==> config.mk <==
export PLATFORM = sky130hd
export DESIGN_NAME = chacha_xor_stream
export DESIGN_NICKNAME = d
export VERILOG_FILES = /design/src/rtl/chacha_pkg.sv /design/src/rtl/chacha_feedforward.sv /design/src/rtl/chacha_xor_stream.sv
export SDC_FILE = /design/constraint.sdc
export NUM_CORES = 2
export LEC_CHECK = 0
export CAP_MARGIN = 20
export CORE_AREA = 2 2 392 394
export CTS_CLUSTER_SIZE = 14
export DETAILED_ROUTE_END_ITERATION = 8
export DIE_AREA = 0 0 394 396
export SLEW_MARGIN = 10
export SYNTH_ARGS = -nofsm -noshare
export SYNTH_HDL_FRONTEND = slang
export SYNTH_SLANG_ARGS = --single-unit
==> constraint.sdc <==
create_clock -name clk_i -period 44.9 [get_ports clk_i]
set_input_delay 8.98 -clock clk_i [delete_from_list [all_inputs] [get_ports clk_i]]
set_output_delay 8.98 -clock clk_i [all_outputs]
set_load 0.05 [all_outputs]
==> src/rtl/chacha_pkg.sv <==
// Shared ChaCha definitions: sigma constants, block word selection and the
// stream controller state encoding.
package chacha_pkg;

    localparam logic [31:0] CONST_1 = 32'h61707865;
    localparam logic [31:0] CONST_2 = 32'h3320646e;
    localparam logic [31:0] CONST_3 = 32'h79622d32;
    localparam logic [31:0] CONST_4 = 32'h6b206574;

    typedef enum logic [1:0] {
        ST_IDLE   = 2'd0,
        ST_REQ    = 2'd1,
        ST_WAIT   = 2'd2,
        ST_STREAM = 2'd3
    } state_t;

    // Word 0 of a 512-bit block lives at the MSB end.
    function automatic logic [31:0] word_at(input logic [511:0] blk, input logic [3:0] k);
        return blk[511 - 32*k -: 32];
    endfunction

endpackage

==> src/rtl/chacha_feedforward.sv <==
// Builds the ChaCha initial block from key/counter/nonce and adds it word-wise
// to the core's working state to form the keystream block.
module chacha_feedforward
    import chacha_pkg::*;
(
    input  logic [511:0] keystream_i,
    input  logic [255:0] key_i,
    input  logic [95:0]  nonce_i,
    input  logic [31:0]  counter_i,
    output logic [511:0] sum_o
);

    logic [511:0] init_blk;

    assign init_blk = {CONST_1, CONST_2, CONST_3, CONST_4, key_i, counter_i, nonce_i};

    always_comb begin
        sum_o = '0;
        for (int k = 0; k < 16; k++) begin
            sum_o[511 - 32*k -: 32] = word_at(keystream_i, 4'(k)) + word_at(init_blk, 4'(k));
        end
    end

endmodule

==> src/rtl/chacha_xor_stream.sv <==
// Requests keystream blocks from the ChaCha core and XORs them onto a 32-bit
// data stream, re-requesting with an incremented counter every 16 words.
module chacha_xor_stream
    import chacha_pkg::*;
(
    input  logic         clk_i,
    input  logic         rst_i,
    input  logic         start_i,
    input  logic [255:0] key_i,
    input  logic [95:0]  nonce_i,
    input  logic [31:0]  counter_init_i,
    output logic         blk_req_o,
    output logic [31:0]  counter_o,
    input  logic         blk_done_i,
    input  logic [511:0] keystream_i,
    input  logic         din_valid_i,
    output logic         din_ready_o,
    input  logic [31:0]  din_data_i,
    input  logic         din_last_i,
    output logic         dout_valid_o,
    input  logic         dout_ready_i,
    output logic [31:0]  dout_data_o,
    output logic         dout_last_o,
    output logic         busy_o,
    output logic         ctr_overflow_o,
    output logic [1:0]   state_o
);

    // Valid/ready: a word transfers on a rising edge where valid and ready are
    // both high; once valid is raised, data and last hold until that edge.

    state_t        state_q, state_d;
    logic [255:0]  key_q;
    logic [95:0]   nonce_q;
    logic [31:0]   counter_q;
    logic [3:0]    idx_q;
    logic [31:0]   ks_q [16];
    logic [511:0]  ff_sum;
    logic          dout_valid_q;
    logic [31:0]   dout_data_q;
    logic          dout_last_q;
    logic          ovf_q;
    logic          start_ok;
    logic          in_hs;

    chacha_feedforward u_ff (
        .keystream_i (keystream_i),
        .key_i       (key_q),
        .nonce_i     (nonce_q),
        .counter_i   (counter_q),
        .sum_o       (ff_sum)
    );

    assign start_ok = (state_q == ST_IDLE) && start_i && !busy_o;
    assign in_hs    = din_valid_i && din_ready_o;

    always_ff @(posedge clk_i) begin
        if (rst_i) begin
            state_q <= ST_IDLE;
        end else begin
            state_q <= state_d;
        end
    end

    always_comb begin
        state_d = state_q;
        case (state_q)
            ST_IDLE:   if (start_ok) state_d = ST_REQ;
            ST_REQ:    state_d = ST_WAIT;
            ST_WAIT:   if (blk_done_i) state_d = ST_STREAM;
            ST_STREAM: begin
                if (in_hs) begin
                    if (din_last_i) begin
                        state_d = ST_IDLE;
                    end else if (idx_q == 4'hF) begin
                        state_d = ST_REQ;
                    end
                end
            end
            default:   state_d = ST_IDLE;
        endcase
    end

    // Busy covers the drain of the output register after the FSM returns to IDLE.
    always_comb begin
        blk_req_o   = (state_q == ST_REQ);
        din_ready_o = (state_q == ST_STREAM) && (!dout_valid_q || dout_ready_i);
        busy_o      = (state_q != ST_IDLE) || dout_valid_q;
        state_o     = state_q;
    end

    always_ff @(posedge clk_i) begin
        if (rst_i) begin
            key_q        <= '0;
            nonce_q      <= '0;
            counter_q    <= '0;
            idx_q        <= '0;
            ovf_q        <= 1'b0;
            dout_valid_q <= 1'b0;
            dout_data_q  <= '0;
            dout_last_q  <= 1'b0;
            for (int k = 0; k < 16; k++) begin
                ks_q[k] <= '0;
            end
        end else begin
            if (start_ok) begin
                key_q     <= key_i;
                nonce_q   <= nonce_i;
                counter_q <= counter_init_i;
                idx_q     <= '0;
                ovf_q     <= 1'b0;
            end
            if ((state_q == ST_WAIT) && blk_done_i) begin
                for (int k = 0; k < 16; k++) begin
                    ks_q[k] <= word_at(ff_sum, 4'(k));
                end
            end
            if (in_hs) begin
                idx_q <= idx_q + 4'd1;
                if (!din_last_i && (idx_q == 4'hF)) begin
                    counter_q <= counter_q + 32'd1;
                    if (counter_q == 32'hFFFF_FFFF) begin
                        ovf_q <= 1'b1;
                    end
                end
            end
            if (in_hs) begin
                dout_valid_q <= 1'b1;
                dout_data_q  <= din_data_i ^ ks_q[idx_q];
                dout_last_q  <= din_last_i;
            end else if (dout_ready_i) begin
                dout_valid_q <= 1'b0;
            end
        end
    end

    assign counter_o      = counter_q;
    assign dout_valid_o   = dout_valid_q;
    assign dout_data_o    = dout_data_q;
    assign dout_last_o    = dout_last_q;
    assign ctr_overflow_o = ovf_q;

endmodule
==> reports/metrics.yaml <==
setup_path:
  cp.arrival_ps: 10530
  worstSetupPathType: "input pin to output port"
  cp_top_family: "buffers and inverters"
  path_buf_inv: 2
  cp_slowest_cell: "clkdlybuf4s50_1"
  start_kind: "input pin"
  crit-reg2reg-launch: "state_o[1]$_SDFFE_PP0P_"
  reg2reg_slack_ps: 39250
  r2r_end: "ks_q[4][21]$_SDFFCE_PN0P_"
  cpMostUsedCell: "clkdlybuf4s50_1"
  cp.required_ps: 35920
  cp_slowest_stage_delay_ps: 810
  crit_path_max_fanout: 3
  end_kind: "output port"
  r2r_cells: 7
  path_cells: "clkdlybuf4s50_1 -> nand2b_1 -> and2_1 -> clkdlybuf4s50_1"
synth:
  netlist_area_um2: 57400
  synth_top_area_share_pct: 26.8
  synth-simple-area-share_pct: 16.4
  yosysWarningCount: 0
  synth_top_family_by_area: "compound AO/OA/AOI/OAI gates"
  syn_nets: 7404
  syn_area_per_cell_um2: 9.45
  synth-compound-area-share_pct: 17.7
  synthDistinctLibCells: 90
  yosysMostFrequentCell: "nand2_1"
  yosys-top-cells-count: "nand2_1, a21oi_1, nor2_1"
  synth-adder-area-share_pct: 8.77
  synth_xor_area_share_pct: 6.20
  synth_top_area_cell: "edfxtp_1"
  ys_ff_latch: 941
  synth_cells: 6074
  synth_edf_count: 512
  async_flop_share_pct: 0
  ys_top_cells_by_area: "edfxtp_1, dfxtp_1, ha_1"
  ys.flop_type: "edfxtp_1"
  synth_mux_area_share_pct: 6.75
  ys_seq_area_share_pct: 41.8
clock_network:
  clkSlewWorstSetupHoldPaths_ps: 60
  clk_path_buf_depth: 3
  htree_num_levels: 3
  holdBufCountCts: 0
  clock-sinks: 941
  cts_root_buf: "clkbuf_16"
  clkLatencyLatePin_ps: 750
  cts_tree: "built"
  cts-resized-gates: 0
  cts_setup_buffers: 0
  numCtsBuffers: 111
drt:
  vias: 51700
  dr_wl_met3_mm: 18.3
  met2WireLength_mm: 114
  routedWlPerCell_um: 26.8
  highest_layer: "met5"
  via_per_inst: 5.66
  drtPass1Iterations: 6
  drc: 0
  drt-initial-drc-count: 4931
  wl_met1_mm: 103
  ant_nets: 0
  wirelength_mm: 245
hold_path:
  whs_path_depth: 2
  hold_path_class: "register to register"
  hold_end: "nonce_q[79]$_SDFFE_PP0P_"
  hp-start: "nonce_q[79]$_SDFFE_PP0P_"
sta:
  relSlewSlack_pct: 24.7
  final_max_slew_viol_count: 0
  fin_crit_ps: 19510
  fin_crit_sh_pct: 43.5
  worst_pin_slew_ps: 1130
  finClkSkew_ps: 27.6
  hold_violations: 0
  fmax_ghz: 0.0512
  setup_viol: 0
  setup_tns_ps: 0
  rsz0062_at_grt: "no"
outcome:
  outcome: "completed"
placement:
  gp_congestion: 0.962
  port_buffers: 1006
  dp_cells: 8880
  dpl_cell_area_um2: 69400
  dp_hpwl_mm: 196
pwr:
  cellPowerDensity_nw_per_um2: 43.8
  power.leakage_nw: 28.7
  ir_worst_vdd_mv: 0.0341
  finalPower_mw: 3.21
final_layout:
  fin_cells: 9135
  nets: 8293
  fin_util_pct: 48.3
  area_delta_synth_final_pct: 27.5
  post_route_cells_drive_above_1_share_pct: 6.12
  finalInstanceArea_um2: 73200
grt:
  grt_first_pass_wirelength_mm: 347
  grtUsageTotal_pct: 30.4
  grt.overflow.total: 0
  first_global_vias: 49300
  antenna_found_initial: 92
  grt_max_degree: 176
floorplanning:
  io_pins: 1007
  die_x_um: 394
  floorplan.initialDensity_pct: 37.9
  fp.dieArea_um2: 156000
  core_um2: 152000
  chipHeight_um: 396
  rows: 143
flow_run:
  drv_cap: 0
per-stage QoR:
| step | hold slack [ps] | setup WS [ps] |
|---|---|---|
| after floorplan | 440 | 23360 |
| final | 458 | 25390 |
| after global placement | 448 | 25370 |
| after global routing | 471 | 25330 |
| after CTS | 460 | 25390 |
| after detailed placement | 452 | 25390 |
worst max-delay path by stage:
stage                  from                        to  depth (start not counted)
6_report       dout_ready_i               din_ready_o                          4
5_1_grt        dout_ready_i               din_ready_o                          4
4_1_cts        dout_ready_i               din_ready_o                          4
3_5_place_dp   dout_ready_i               din_ready_o                          4
3_3_place_gp   dout_ready_i               din_ready_o                          4
2_1_floorplan         rst_i  ks_q[0][0]$_SDFFCE_PN0P_                          4
power by group:
group	total (mW)	switching (mW)	internal [mW]
clock	0.940	0.401	0.539
combinational	1.12	0.693	0.422
sequential	1.15	0.0895	1.06
total	3.21	1.18	2.02
cells by family after synthesis:
logic type               after synthesis
AND/OR/NAND/NOR                     2145
AO/OA/AOI/OAI                       1642
flip-flops                           941
XOR/XNOR                             406
adder cells (fa/ha/maj)              395
buffers and inverters                358
multiplexers                         187
worst min-delay path, stage by stage (launching register included):
cell     delay [ps]
dfxtp_1         310
nand2_1          50
a21oi_1          50
layout make-up:
cell class	instances	area [um^2]
clock inverters	64	607
fillers	14500	78400
inverters	84	315
repair buffers	1050	10400
clock buffers	148	3110
diodes	43	108
well taps	2030	2540
flip-flops and latches	941	24000
multi-input cells	4775	32100
registers in the layout, indices dropped and copies added, names as in the netlist, named ones only:
name,flops
idx_q,4
dout_data_o,32
key_q,256
dout_last_o,1
dout_valid_o,1
nonce_q,96
ctr_overflow_o,1
ks_q,512
counter_o,32
state_o,2
cell usage in the layout (no fill, tap or decap), types with 53 or more instances in the layout:
cell type,instances
clkbuf_16,115
dfxtp_1,425
and3_1,67
mux4_2,159
a211oi_1,73
a21o_1,223
nand2_1,947
clkdlybuf4s50_1,1005
inv_1,84
a21oi_1,750
nor2b_1,59
nand3_1,95
nor3_1,87
o21bai_1,53
xor2_1,182
nor2_1,605
edfxtp_1,512
xnor2_1,224
o21ai_0,201
ha_1,383
layer usage:
| metal | vias to the layer above | GRT usage, % |
|---|---|---|
| li1 | 24000 | - |
| met1 | 25300 | 40.1 |
| met2 | 2059 | 49.0 |
| met3 | 393 | 5.99 |
| met4 | 36 | 11.8 |
| met5 | - | 0 |
Note: power is estimated with default switching activity, not from simulation.
